`config.mk`:
```
export PLATFORM = sky130hd
export DESIGN_NAME = bist_misr_ora
export DESIGN_NICKNAME = d
export VERILOG_FILES = /design/src/rtl/bist_pkg.sv /design/src/rtl/misr_lfsr.sv /design/src/rtl/bist_misr_ora.sv
export SDC_FILE = /design/constraint.sdc
export NUM_CORES = 1
export LEC_CHECK = 0
export BUFFER_PORTS_ARGS = -buffer_cell sky130_fd_sc_hd__clkbuf_2
export CAP_MARGIN = 10
export CORE_AREA = 2 2 39 41
export CTS_CLUSTER_SIZE = 24
export DETAILED_ROUTE_END_ITERATION = 8
export DIE_AREA = 0 0 41 43
export GPL_TIMING_DRIVEN = 1
export PLACE_DENSITY = 0.66
export SYNTH_ARGS = -nofsm -noshare
export SYNTH_HDL_FRONTEND = slang
export SYNTH_SLANG_ARGS = --single-unit
```
`constraint.sdc`:
```
create_clock -name clock -period 2.2 [get_ports clock]
set_clock_uncertainty 0.15 [all_clocks]
set_input_delay 0.22 -clock clock [delete_from_list [all_inputs] [get_ports clock]]
set_output_delay 0.22 -clock clock [all_outputs]
set_load 0.01 [all_outputs]
```
`src/rtl/bist_pkg.sv`:
```
// Shared types and constants for the full-adder BIST output response analyzer.
package bist_pkg;

  localparam int unsigned MisrWidth   = 4;
  localparam int unsigned NumPatterns = 8;

  // Feedback taps at bits 3 and 2
  localparam logic [MisrWidth-1:0] MisrTaps  = 4'b1100;
  // Fault-free signature for patterns 000..111 ascending, seed 0000
  localparam logic [MisrWidth-1:0] GoldenSig = 4'b1010;

  typedef enum logic [1:0] {
    StIdle,
    StCollect,
    StCompare,
    StDone
  } state_e;

endpackage

```
`src/rtl/misr_lfsr.sv`:
```
// Multiple-input signature register: shift with tap feedback, response XORed into bits [1:0].
module misr_lfsr
  import bist_pkg::*;
#(
  parameter int unsigned        Width = MisrWidth,
  parameter logic [Width-1:0]   Taps  = MisrTaps
) (
  input  logic             clock,
  input  logic             reset,
  input  logic             clr,
  input  logic             en,
  input  logic [1:0]       din,
  output logic [Width-1:0] sig
);

  logic [Width-1:0] sig_q, sig_d;

  always_comb begin
    sig_d = sig_q;
    if (clr) begin
      sig_d = '0;
    end else if (en) begin
      sig_d = {sig_q[Width-2:0], ^(sig_q & Taps)} ^ {{(Width-2){1'b0}}, din};
    end
  end

  always_ff @(posedge clock or negedge reset) begin
    if (!reset) begin
      sig_q <= '0;
    end else begin
      sig_q <= sig_d;
    end
  end

  assign sig = sig_q;

endmodule

```
`src/rtl/bist_misr_ora.sv`:
```
// BIST output response analyzer: compacts CUT responses and flags signature mismatch.
module bist_misr_ora
  import bist_pkg::*;
#(
  parameter int unsigned        MISR_W       = MisrWidth,
  parameter int unsigned        NUM_PATTERNS = NumPatterns,
  parameter logic [MISR_W-1:0]  GOLDEN_SIG   = GoldenSig
) (
  input  logic              clock,
  input  logic              reset,
  input  logic              testmode,
  input  logic              pat_valid,
  input  logic [1:0]        datain,
  output logic [MISR_W-1:0] dataout_ora,
  output logic [3:0]        pat_count,
  output logic              busy,
  output logic              done,
  output logic              fault_detected
);

  localparam logic [3:0] CntMax  = 4'(NUM_PATTERNS);
  localparam logic [3:0] CntLast = 4'(NUM_PATTERNS - 1);

  state_e            state_q, state_d;
  logic [3:0]        cnt_q, cnt_d;
  logic              fault_q, fault_d;
  logic              misr_clr, misr_en;
  logic [MISR_W-1:0] sig;

  misr_lfsr #(
    .Width (MISR_W)
  ) u_misr (
    .clock (clock),
    .reset (reset),
    .clr   (misr_clr),
    .en    (misr_en),
    .din   (datain),
    .sig   (sig)
  );

  always_ff @(posedge clock or negedge reset) begin
    if (!reset) begin
      state_q <= StIdle;
      cnt_q   <= '0;
      fault_q <= 1'b0;
    end else begin
      state_q <= state_d;
      cnt_q   <= cnt_d;
      fault_q <= fault_d;
    end
  end

  // Abort (testmode low) wins over a simultaneous pattern strobe
  always_comb begin
    state_d = state_q;
    case (state_q)
      StIdle:    if (testmode) state_d = StCollect;
      StCollect: begin
        if (!testmode) begin
          state_d = StIdle;
        end else if (pat_valid && (cnt_q == CntLast)) begin
          state_d = StCompare;
        end
      end
      StCompare: state_d = StDone;
      StDone:    if (!testmode) state_d = StIdle;
      default:   state_d = StIdle;
    endcase
  end

  always_comb begin
    misr_clr = (state_q == StIdle) && testmode;
    misr_en  = (state_q == StCollect) && testmode && pat_valid;
    busy     = (state_q == StCollect);
    done     = (state_q == StDone);

    cnt_d = cnt_q;
    if (misr_clr) begin
      cnt_d = '0;
    end else if (misr_en && (cnt_q < CntMax)) begin
      cnt_d = cnt_q + 4'd1;
    end

    fault_d = fault_q;
    if (state_q == StCompare) begin
      fault_d = (sig != GOLDEN_SIG);
    end else if (state_q != StDone || !testmode) begin
      fault_d = 1'b0;
    end
  end

  assign dataout_ora    = sig;
  assign pat_count      = cnt_q;
  assign fault_detected = fault_q;

endmodule
```
==> impl_metrics.py, run 1 <==
metrics = {
    "outcome": {
        "outcome": "finished, final reports clean",
    },
    "global_routing": {
        "grt_pass1_vias": 481,
        "grt_overflow": 0,
        "track_usage_pct": 17.1,
        "met3_usage_pct": 3.14,
        "antenna_found_initial": 0,
        "grt.busiest_layer": "met2",
        "grt_pass1_wl_um": 1980,
        "use_met1_pct": 19.5,
        "grt_use_met2_pct": 27.8,
        "grt_max_degree": 12,
    },
    "sta": {
        "setup-violations-final": 0,
        "finalMaxSlewViolations": 0,
        "period_share_pct": 70.5,
        "max_freq_mhz": 645,
        "hold_viol": 0,
        "period_minus_slack_ns": 1.55,
        "rsz0062_at_grt": "no",
        "setup_tns_ns": 0,
        "worstMarginPinSlew_ns": 0.356,
        "slew_headroom_pct": 76.2,
    },
    "worst_setup_path": {
        "critPathMaxStageDelay_ns": 0.56,
        "reg2reg_to": "u_misr.sig[0]",
        "rr_worst_depth": 3,
        "cp.required_ns": 1.83,
        "rrSetupSlack_ns": 0.66,
        "crit_type": "register to output port",
        "path_buf_inv": 2,
        "timing.rr.start": "state_q[0]",
        "critPathLaunch": "state_q[0]",
        "critical_path.startpoint_type": "register",
        "path_max_fanout": 11,
        "arrival_ns": 1.18,
        "cp_top_family": "flip-flops",
        "crit_path_end_kind": "output port",
        "cp_slowest_cell": "dfrtp_1",
        "crit_chain": "inv_1 > nor2_1 > clkbuf_2",
    },
    "synthesis": {
        "synth_top_area_share_pct": 46.9,
        "synth_xor_xnor_area_share_pct": 2.99,
        "ys.flop_type": "dfrtp_1",
        "avgSynthCellArea_um2": 10.5,
        "yosys_warnings": 0,
        "synth_nets": 64,
        "synth.cells.most_frequent": "dfrtp_1, nand2_1, nand3_1, nor2_1",
        "ys_seq_area_share_pct": 46.9,
        "synthAdderAreaFrac_pct": 4.26,
        "yosysUniqueCellTypes": 29,
        "synth_edf_count": 0,
        "synth_top_family_by_area": "simple AND/OR/NAND/NOR gates",
        "synth.ff_latch_count": 11,
        "syn-instance-count": 56,
        "yosys-top-cells-area": "dfrtp_1, a22o_1, ha_1, nand4b_4, nand3_1",
        "yosysMostFrequentCell": "dfrtp_1",
        "synthesis.area_um2": 587,
        "synth_compound_area_share_pct": 14.7,
        "synth_mux_area_share_pct": 1.71,
        "yosys.area_share.simple_pct": 24.5,
        "synthArstFlopShare_pct": 100,
        "yosysTopAreaCell": "dfrtp_1",
    },
    "die": {
        "die-area_um2": 1760,
        "ios": 17,
        "die_y_um": 43,
        "row_count": 14,
        "coreArea_um2": 1380,
        "initial_core_util_pct": 42.4,
        "die_x_um": 41,
    },
    "routing": {
        "drtIter0Drc": 7,
        "via_per_inst": 5.24,
        "wire_per_inst_um": 13.0,
        "drtAntennaViolNets": 0,
        "first_pass_iters": 2,
        "via_count": 472,
        "drcViolationCount": 0,
        "drt_wl_total_um": 1170,
    },
    "clock_tree": {
        "clk_latency_ns": 0.27,
        "clock_tree.htree_level_count": 1,
        "cts_tree": "yes",
        "cts_buffers": 3,
        "post_cts_buffers": 0,
        "clk_path_buf_depth": 2,
        "clk_pin_slew_ns": 0.07,
        "clockRootBuffer": "clkbuf_4",
        "clock-sinks": 11,
        "cts_resized": 0,
    },
    "pwr": {
        "peakVddDrop_v": 0.000373,
        "p_leak_nw": 0.358,
        "power.density_nw_per_um2": 649,
        "power_w": 0.000459,
    },
    "final_layout": {
        "nets": 83,
        "area_growth_pct": 20.5,
        "drive_above_1_share_pct": 31.1,
        "fillers": 142,
        "num_antenna_cells": 0,
    },
    "min_path": {
        "hold_path_end": "u_misr.sig[0]",
        "hold_path_startpoint": "datain[0]",
        "hold_class": "primary input to register",
        "hold_depth": 3,
    },
    "placed_design": {
        "io_buffers": 16,
        "dp_hpwl_um": 874,
        "gp_congestion": 0.660,
    },
    "run": {
        "maxCapViolations": 0,
    },
}
how the worst max path moves through the flow:
stage / end / slack, ns / cells past startpoint
2_1_floorplan: pat_count[1] / 0.76 / 4
3_3_place_gp: u_misr.sig[1] / 0.70 / 3
3_5_place_dp: u_misr.sig[0] / 0.66 / 3
4_1_cts: busy / 0.64 / 3
5_1_grt: busy / 0.51 / 3
6_report: busy / 0.65 / 3
stage by stage:
| step | area, um^2 | instances | hold slack (ns) | setup slack [ns] | utilization (%) |
|---|---|---|---|---|---|
| after CTS | 707 | 90 | 0.130 | 0.635 | 51.1 |
| after global placement | 669 | 85 | -0.0374 | 0.702 | 48.4 |
| after detailed placement | 669 | 85 | -0.0398 | 0.663 | 48.4 |
| after floorplan | 587 | 56 | -0.226 | 0.760 | - |
| final | 707 | 90 | 0.135 | 0.649 | 51.1 |
| after global routing | 707 | 90 | 0.142 | 0.512 | 51.1 |
report_power, final:
part | total [W] | leakage, nW | internal (W) | switching [W]
Sequential | 0.000242 | 0.148 | 0.000219 | 0.0000234
Combinational | 0.0000810 | 0.193 | 0.0000388 | 0.0000422
Clock | 0.000136 | 0.0177 | 0.0000672 | 0.0000687
metal layers:
layer	wire, um	up-vias
li1	-	237
met1	487	221
met2	610	12
met3	67	2
met4	6	0
met5	0	-
cells in the final DEF, fill, tap and decap left out, types with 2 or more instances in the layout:
cell      Yosys  layout
clkbuf_2      0      16
inv_1         2       2
clkbuf_4      0       3
dfrtp_1      11      11
a22o_1        3       3
nand2_1       5       5
ha_1          2       2
nor2_1        4       4
o21ai_0       3       3
nand3_1       4       4
layout make-up:
type	count	area, um^2	share of cell area, %
Clock inverter	1	5.00	0.708
Timing Repair Buffer	17	90.1	12.7
Clock buffer	3	22.5	3.19
Multi-Input combinational cell	39	283	40.0
Sequential cell	11	275	38.9
Inverter	3	11.3	1.59
Tap cell	16	20.0	2.83
tightest hold or removal path: cells and delay by family:
| kind | cells | cell delay (ns) |
|---|---|---|
| buf+inv | 1 | 0.09 |
| xor+xnor | 1 | 0.10 |
| compound gates | 1 | 0.11 |
state kept, by name, indices dropped and copies added (netlist names), named ones only:
signal and flops:
pat_count 4, u_misr.sig 4, fault_detected 1, state_q 1
cell families after synthesis:
logic type / after synthesis
fa+ha+maj: 2
xor+xnor: 2
mux: 1
flops: 11
buf+inv: 6
simple gates: 22
compound gates: 12
repair_timing:
| action | CTS | global route |
|---|---|---|
| hold endpoints to repair | 11 | 0 |
| endpoints found under the setup margin | 0 | 0 |
| hold buffers | 1 | 0 |
Note: power is estimated with default switching activity, not from simulation.
==> run 2: changes to the inputs <==
--- a/config.mk
+++ b/config.mk
@@ -7,12 +7,12 @@
 export LEC_CHECK = 0
 export BUFFER_PORTS_ARGS = -buffer_cell sky130_fd_sc_hd__clkbuf_2
 export CAP_MARGIN = 10
-export CORE_AREA = 2 2 39 41
+export CORE_MARGIN = 2
+export CORE_UTILIZATION = 43
 export CTS_CLUSTER_SIZE = 24
 export DETAILED_ROUTE_END_ITERATION = 8
-export DIE_AREA = 0 0 41 43
 export GPL_TIMING_DRIVEN = 1
-export PLACE_DENSITY = 0.66
+export PLACE_DENSITY = 0.67
 export SYNTH_ARGS = -nofsm -noshare
 export SYNTH_HDL_FRONTEND = slang
 export SYNTH_SLANG_ARGS = --single-unit
==> constraint.sdc (replaced) <==
create_clock -name clock -period 1.4 [get_ports clock]
set_clock_uncertainty 0.15 [all_clocks]
set_input_delay 0.14 -clock clock [delete_from_list [all_inputs] [get_ports clock]]
set_output_delay 0.14 -clock clock [all_outputs]
set_load 0.01 [all_outputs]
==> impl_metrics.py, run 2 (synthesis results as in run 1) <==
metrics = {
    "outcome": {
        "outcome": "finished with violations",
        "violations": "negative setup slack",
    },
    "die": {
        "die_y_um": 40.9,
        "initial_core_util_pct": 45.7,
        "row_count": 13,
        "ios": 17,
        "coreArea_um2": 1280,
        "die-area_um2": 1680,
        "die_x_um": 40.9,
    },
    "final_layout": {
        "final_common_cell": "clkbuf_2",
        "num_antenna_cells": 0,
        "drive_above_1_share_pct": 50.0,
        "utilization_pct": 65.8,
        "layout_common_cells": "clkbuf_2, dfrtp_1, buf_4",
        "area_growth_pct": 44.1,
        "nets": 93,
    },
    "clock_tree": {
        "clockRootBuffer": "clkbuf_4",
        "cts_tree": "yes",
        "clk_path_buf_depth": 2,
        "clk_latency_ns": 0.26,
        "clock-sinks": 11,
        "clk_pin_slew_ns": 0.07,
        "clock_tree.htree_level_count": 1,
        "cts_buffers": 3,
    },
    "sta": {
        "period_minus_slack_ns": 1.42,
        "setup_tns_ns": -0.0314,
        "setup_ws_ns": -0.0177,
        "rsz0062_at_grt": "yes",
        "setup-violations-final": 2,
        "worstMarginPinSlew_ns": 0.278,
        "max_freq_mhz": 705,
        "slew_headroom_pct": 81.5,
        "period_share_pct": 101,
        "finalMaxSlewViolations": 0,
        "hold_viol": 0,
    },
    "placed_design": {
        "io_buffers": 16,
        "gp_congestion": 0.735,
        "dp_hpwl_um": 910,
    },
    "worst_setup_path": {
        "path_max_fanout": 5,
        "cp_top_family": "flip-flops",
        "crit_type": "register to register",
        "critPathMaxStageDelay_ns": 0.42,
        "path_buf_inv": 1,
        "arrival_ns": 1.41,
        "cp_slowest_cell": "dfrtp_2",
        "crit_chain": "buf_12 > or3b_4 > o211ai_1 > o31ai_1",
        "critical_path.startpoint_type": "register",
        "cp.required_ns": 1.39,
        "crit_path_end_kind": "register",
    },
    "global_routing": {
        "grt_overflow": 0,
        "grt_max_degree": 12,
        "antenna_found_initial": 0,
        "track_usage_pct": 16.8,
        "grt_pass1_vias": 431,
        "grt_pass1_wl_um": 1780,
    },
    "routing": {
        "drtAntennaViolNets": 0,
        "wire_per_inst_um": 12.3,
        "drcViolationCount": 0,
        "via_count": 502,
        "drt_wl_total_um": 1210,
        "first_pass_iters": 4,
        "drtIter0Drc": 2,
        "via_per_inst": 5.07,
    },
    "pwr": {
        "p_leak_nw": 0.416,
        "power.density_nw_per_um2": 908,
        "peakVddDrop_v": 0.000632,
    },
    "run": {
        "maxCapViolations": 0,
    },
    "min_path": {
        "hold_class": "primary input to register",
    },
}
run 2: changes by cell type in the layout (fill, tap and decap cells not counted), sizes merged:
cell	change
buf	+12
clkbuf	-1
clkinv	-1
run 2: worst paths after layout:
kind	to	cells after the start	start	slack [ns]
worst max-delay path	pat_count[0]	4	state_q[0]	-0.02
worst min-delay path	u_misr.sig[0]	3	datain[0]	0.06
worst max register to register	pat_count[0]	4	state_q[0]	-0.02
worst min register to register	pat_count[2]	1	pat_count[2]	0.39
max in group asynchronous	async pin	2	reset	0.74
min in group asynchronous	u_misr.sig[2]	2	reset	0.13
run 2: area by class of cell:
cell class	count	area, um^2
Fill cell	102	439
Multi-Input combinational cell	39	314
Sequential cell	11	278
Timing Repair Buffer	27	198
Clock buffer	4	26.3
Tap cell	15	18.8
Inverter	3	11.3
run 2: power by group:
group          internal (W)  leakage, nW  switching, W
combinational     0.0000990        0.256     0.0000898
clock              0.000110       0.0150      0.000104
sequential         0.000344        0.145     0.0000218
run 2: tightest hold or removal path, cell delays in order:
cell and delay, ns:
clkbuf_2 0.08, xnor2_1 0.10, a22o_1 0.11
run 2: through the flow:
stage	hold slack, ns	setup WS (ns)	instance area [um^2]	instances	power (W)
3_3_place_gp	-0.119	0.0322	728	92	0.000536
2_1_floorplan	-0.306	-0.0361	587	56	0.000454
3_5_place_dp	-0.117	0.0202	728	92	0.000537
4_1_cts	0.0487	0.000260	796	98	0.000766
5_1_grt	0.0661	-0.0738	846	99	0.000815
6_report	0.0617	-0.0177	846	99	0.000768
run 2: repair_timing:
item	CTS	global route
pin swaps	1	4
setup endpoints to repair	3	8
buffers inserted	1	1
endpoints found under the hold margin	11	0
gates resized for setup	5	13
hold buffers	1	0
run 2: layer usage:
metal | track usage [%] | wire length (um) | share of wire [%]
met5 | 0 | 0 | 0
met2 | 25.8 | 566 | 47
met4 | 10.0 | 8 | 0.66
met3 | 3.26 | 55 | 4.5
met1 | 21.5 | 583 | 48
==> run 3: changes to the inputs <==
==> constraint.sdc (replaced) <==
create_clock -name clock -period 1.25 [get_ports clock]
set_clock_uncertainty 0.15 [all_clocks]
set_input_delay 0.125 -clock clock [delete_from_list [all_inputs] [get_ports clock]]
set_output_delay 0.125 -clock clock [all_outputs]
set_load 0.01 [all_outputs]
==> impl_metrics.py, run 3 (synthesis results as in run 1) <==
metrics = {
    "sta": {
        "period_minus_slack_ns": 1.43,
        "finalMaxSlewViolations": 0,
        "slew_headroom_pct": 80.8,
        "setup_tns_ns": -1.02,
        "setup-violations-final": 10,
        "hold_viol": 0,
        "worstMarginPinSlew_ns": 0.288,
        "max_freq_mhz": 700,
        "period_share_pct": 114,
        "rsz0062_at_grt": "yes",
        "setup_ws_ns": -0.178,
    },
    "worst_setup_path": {
        "rr_worst_depth": 4,
        "reg2reg_to": "pat_count[1]",
        "path_max_fanout": 2,
        "crit_path_end_kind": "register",
        "critical_path.startpoint_type": "register",
        "rrSetupSlack_ns": -0.18,
        "critPathLaunch": "pat_count[1]",
        "crit_type": "register to register",
        "cp.required_ns": 1.30,
        "arrival_ns": 1.47,
        "timing.rr.start": "pat_count[1]",
        "crit_end": "pat_count[1]",
    },
    "global_routing": {
        "grt_pass1_vias": 465,
        "track_usage_pct": 17.6,
        "grt_overflow": 0,
        "grt_pass1_wl_um": 1950,
        "antenna_found_initial": 0,
        "grt_max_degree": 12,
    },
    "routing": {
        "drcViolationCount": 0,
        "via_per_inst": 5.09,
        "drtIter0Drc": 9,
        "first_pass_iters": 3,
        "via_count": 519,
        "wire_per_inst_um": 12.5,
        "drt_wl_total_um": 1280,
        "drtAntennaViolNets": 0,
    },
    "outcome": {
        "violations": "negative setup slack",
        "outcome": "finished with violations",
    },
    "die": {
        "die_x_um": 40.9,
        "die-area_um2": 1680,
        "die_y_um": 40.9,
        "ios": 17,
        "initial_core_util_pct": 45.7,
        "coreArea_um2": 1280,
        "row_count": 13,
    },
    "final_layout": {
        "final_common_cell": "clkbuf_2",
        "layout_common_cells": "clkbuf_2, dfrtp_1, buf_4",
        "area_growth_pct": 49.7,
        "nets": 96,
        "final_area_um2": 878,
        "final_cells": 102,
        "drive_above_1_share_pct": 55.2,
        "num_antenna_cells": 0,
        "utilization_pct": 68.4,
    },
    "pwr": {
        "p_switching_w": 0.000250,
        "p_seq_share_pct": 47.2,
        "p_sw_share_pct": 28.6,
        "power.density_nw_per_um2": 996,
        "power_w": 0.000875,
        "peakVddDrop_v": 0.000634,
        "internal_power_w": 0.000624,
        "p_clk_share_pct": 27.7,
        "combPwrFrac_pct": 25.1,
        "p_leak_nw": 0.430,
    },
    "run": {
        "maxCapViolations": 0,
    },
    "clock_tree": {
        "cts_buffers": 3,
        "clockRootBuffer": "clkbuf_4",
        "clk_pin_slew_ns": 0.07,
        "clk_latency_ns": 0.26,
        "clk_path_buf_depth": 2,
        "clock-sinks": 11,
        "clock_tree.htree_level_count": 1,
        "cts_tree": "yes",
    },
    "placed_design": {
        "gp_congestion": 0.735,
        "dp_hpwl_um": 926,
        "dp.cells": 96,
        "io_buffers": 16,
        "placed_area_um2": 763,
    },
    "min_path": {
        "hold_class": "primary input to register",
    },
}
==> run 3: changes by cell type in the layout (fill, tap and decap cells not counted), sizes merged <==
| cell | previous run | this run |
|---|---|---|
| buf | 12 | 15 |
==> run 3: what timing repair did <==
action                                  in CTS  in global routing
setup buffers                                1                  1
pin swaps                                    7                 10
endpoints found under the setup margin      10                 12
endpoints found under the hold margin       11                  0
resized for setup                            9                 14
hold buffers                                 1                  0
==> run 3: power by group through the flow <==
stage / logic (W) / registers, W / clock network (W)
after floorplan: 0.0000784 / 0.000434 / 0
after global placement: 0.000193 / 0.000416 / 0
after detailed placement: 0.000194 / 0.000419 / 0
after CTS: 0.000210 / 0.000412 / 0.000249
after global routing: 0.000244 / 0.000417 / 0.000271
final: 0.000220 / 0.000412 / 0.000242
==> run 3: layout make-up <==
type	count	area, um^2
multi-input cells	39	327
clock buffers	4	26.3
well taps	15	18.8
flip-flops and latches	11	278
fillers	97	407
inverters	3	13.8
repair buffers	30	215
==> run 3: stage by stage <==
step	hold slack, ns	setup WS [ns]
final	0.0469	-0.178
after global routing	0.0447	-0.236
after CTS	0.0416	-0.175
after detailed placement	-0.134	-0.162
after global placement	-0.133	-0.110
after floorplan	-0.321	-0.184
==> run 3: worst min path at each step <==
stage,startpoint,end,cells past startpoint
global placement,reset,pat_count[0],1
floorplan,reset,async pin,0
global route,datain[0],u_misr.sig[0],3
detailed placement,reset,async pin,1
finish,datain[0],u_misr.sig[0],3
CTS,datain[0],u_misr.sig[0],3
==> run 3: routing by layer <==
layer  share of wire, %  up-vias  GRT usage [%]  routed length [um]
met5                  0        -              0                   0
met3                4.3        0           3.26                  55
met4                  0        0           5.00                   0
met2                 48       11           28.9                 618
met1                 47      243           23.2                 606
li1                   -      265              -                   -
==> run 3: worst max-delay path, stage by stage (launching register included) <==
cell and delay (ns):
dfrtp_1 0.39, ha_1 0.28, nand2_1 0.04, or4_1 0.40
nand3_1 0.10
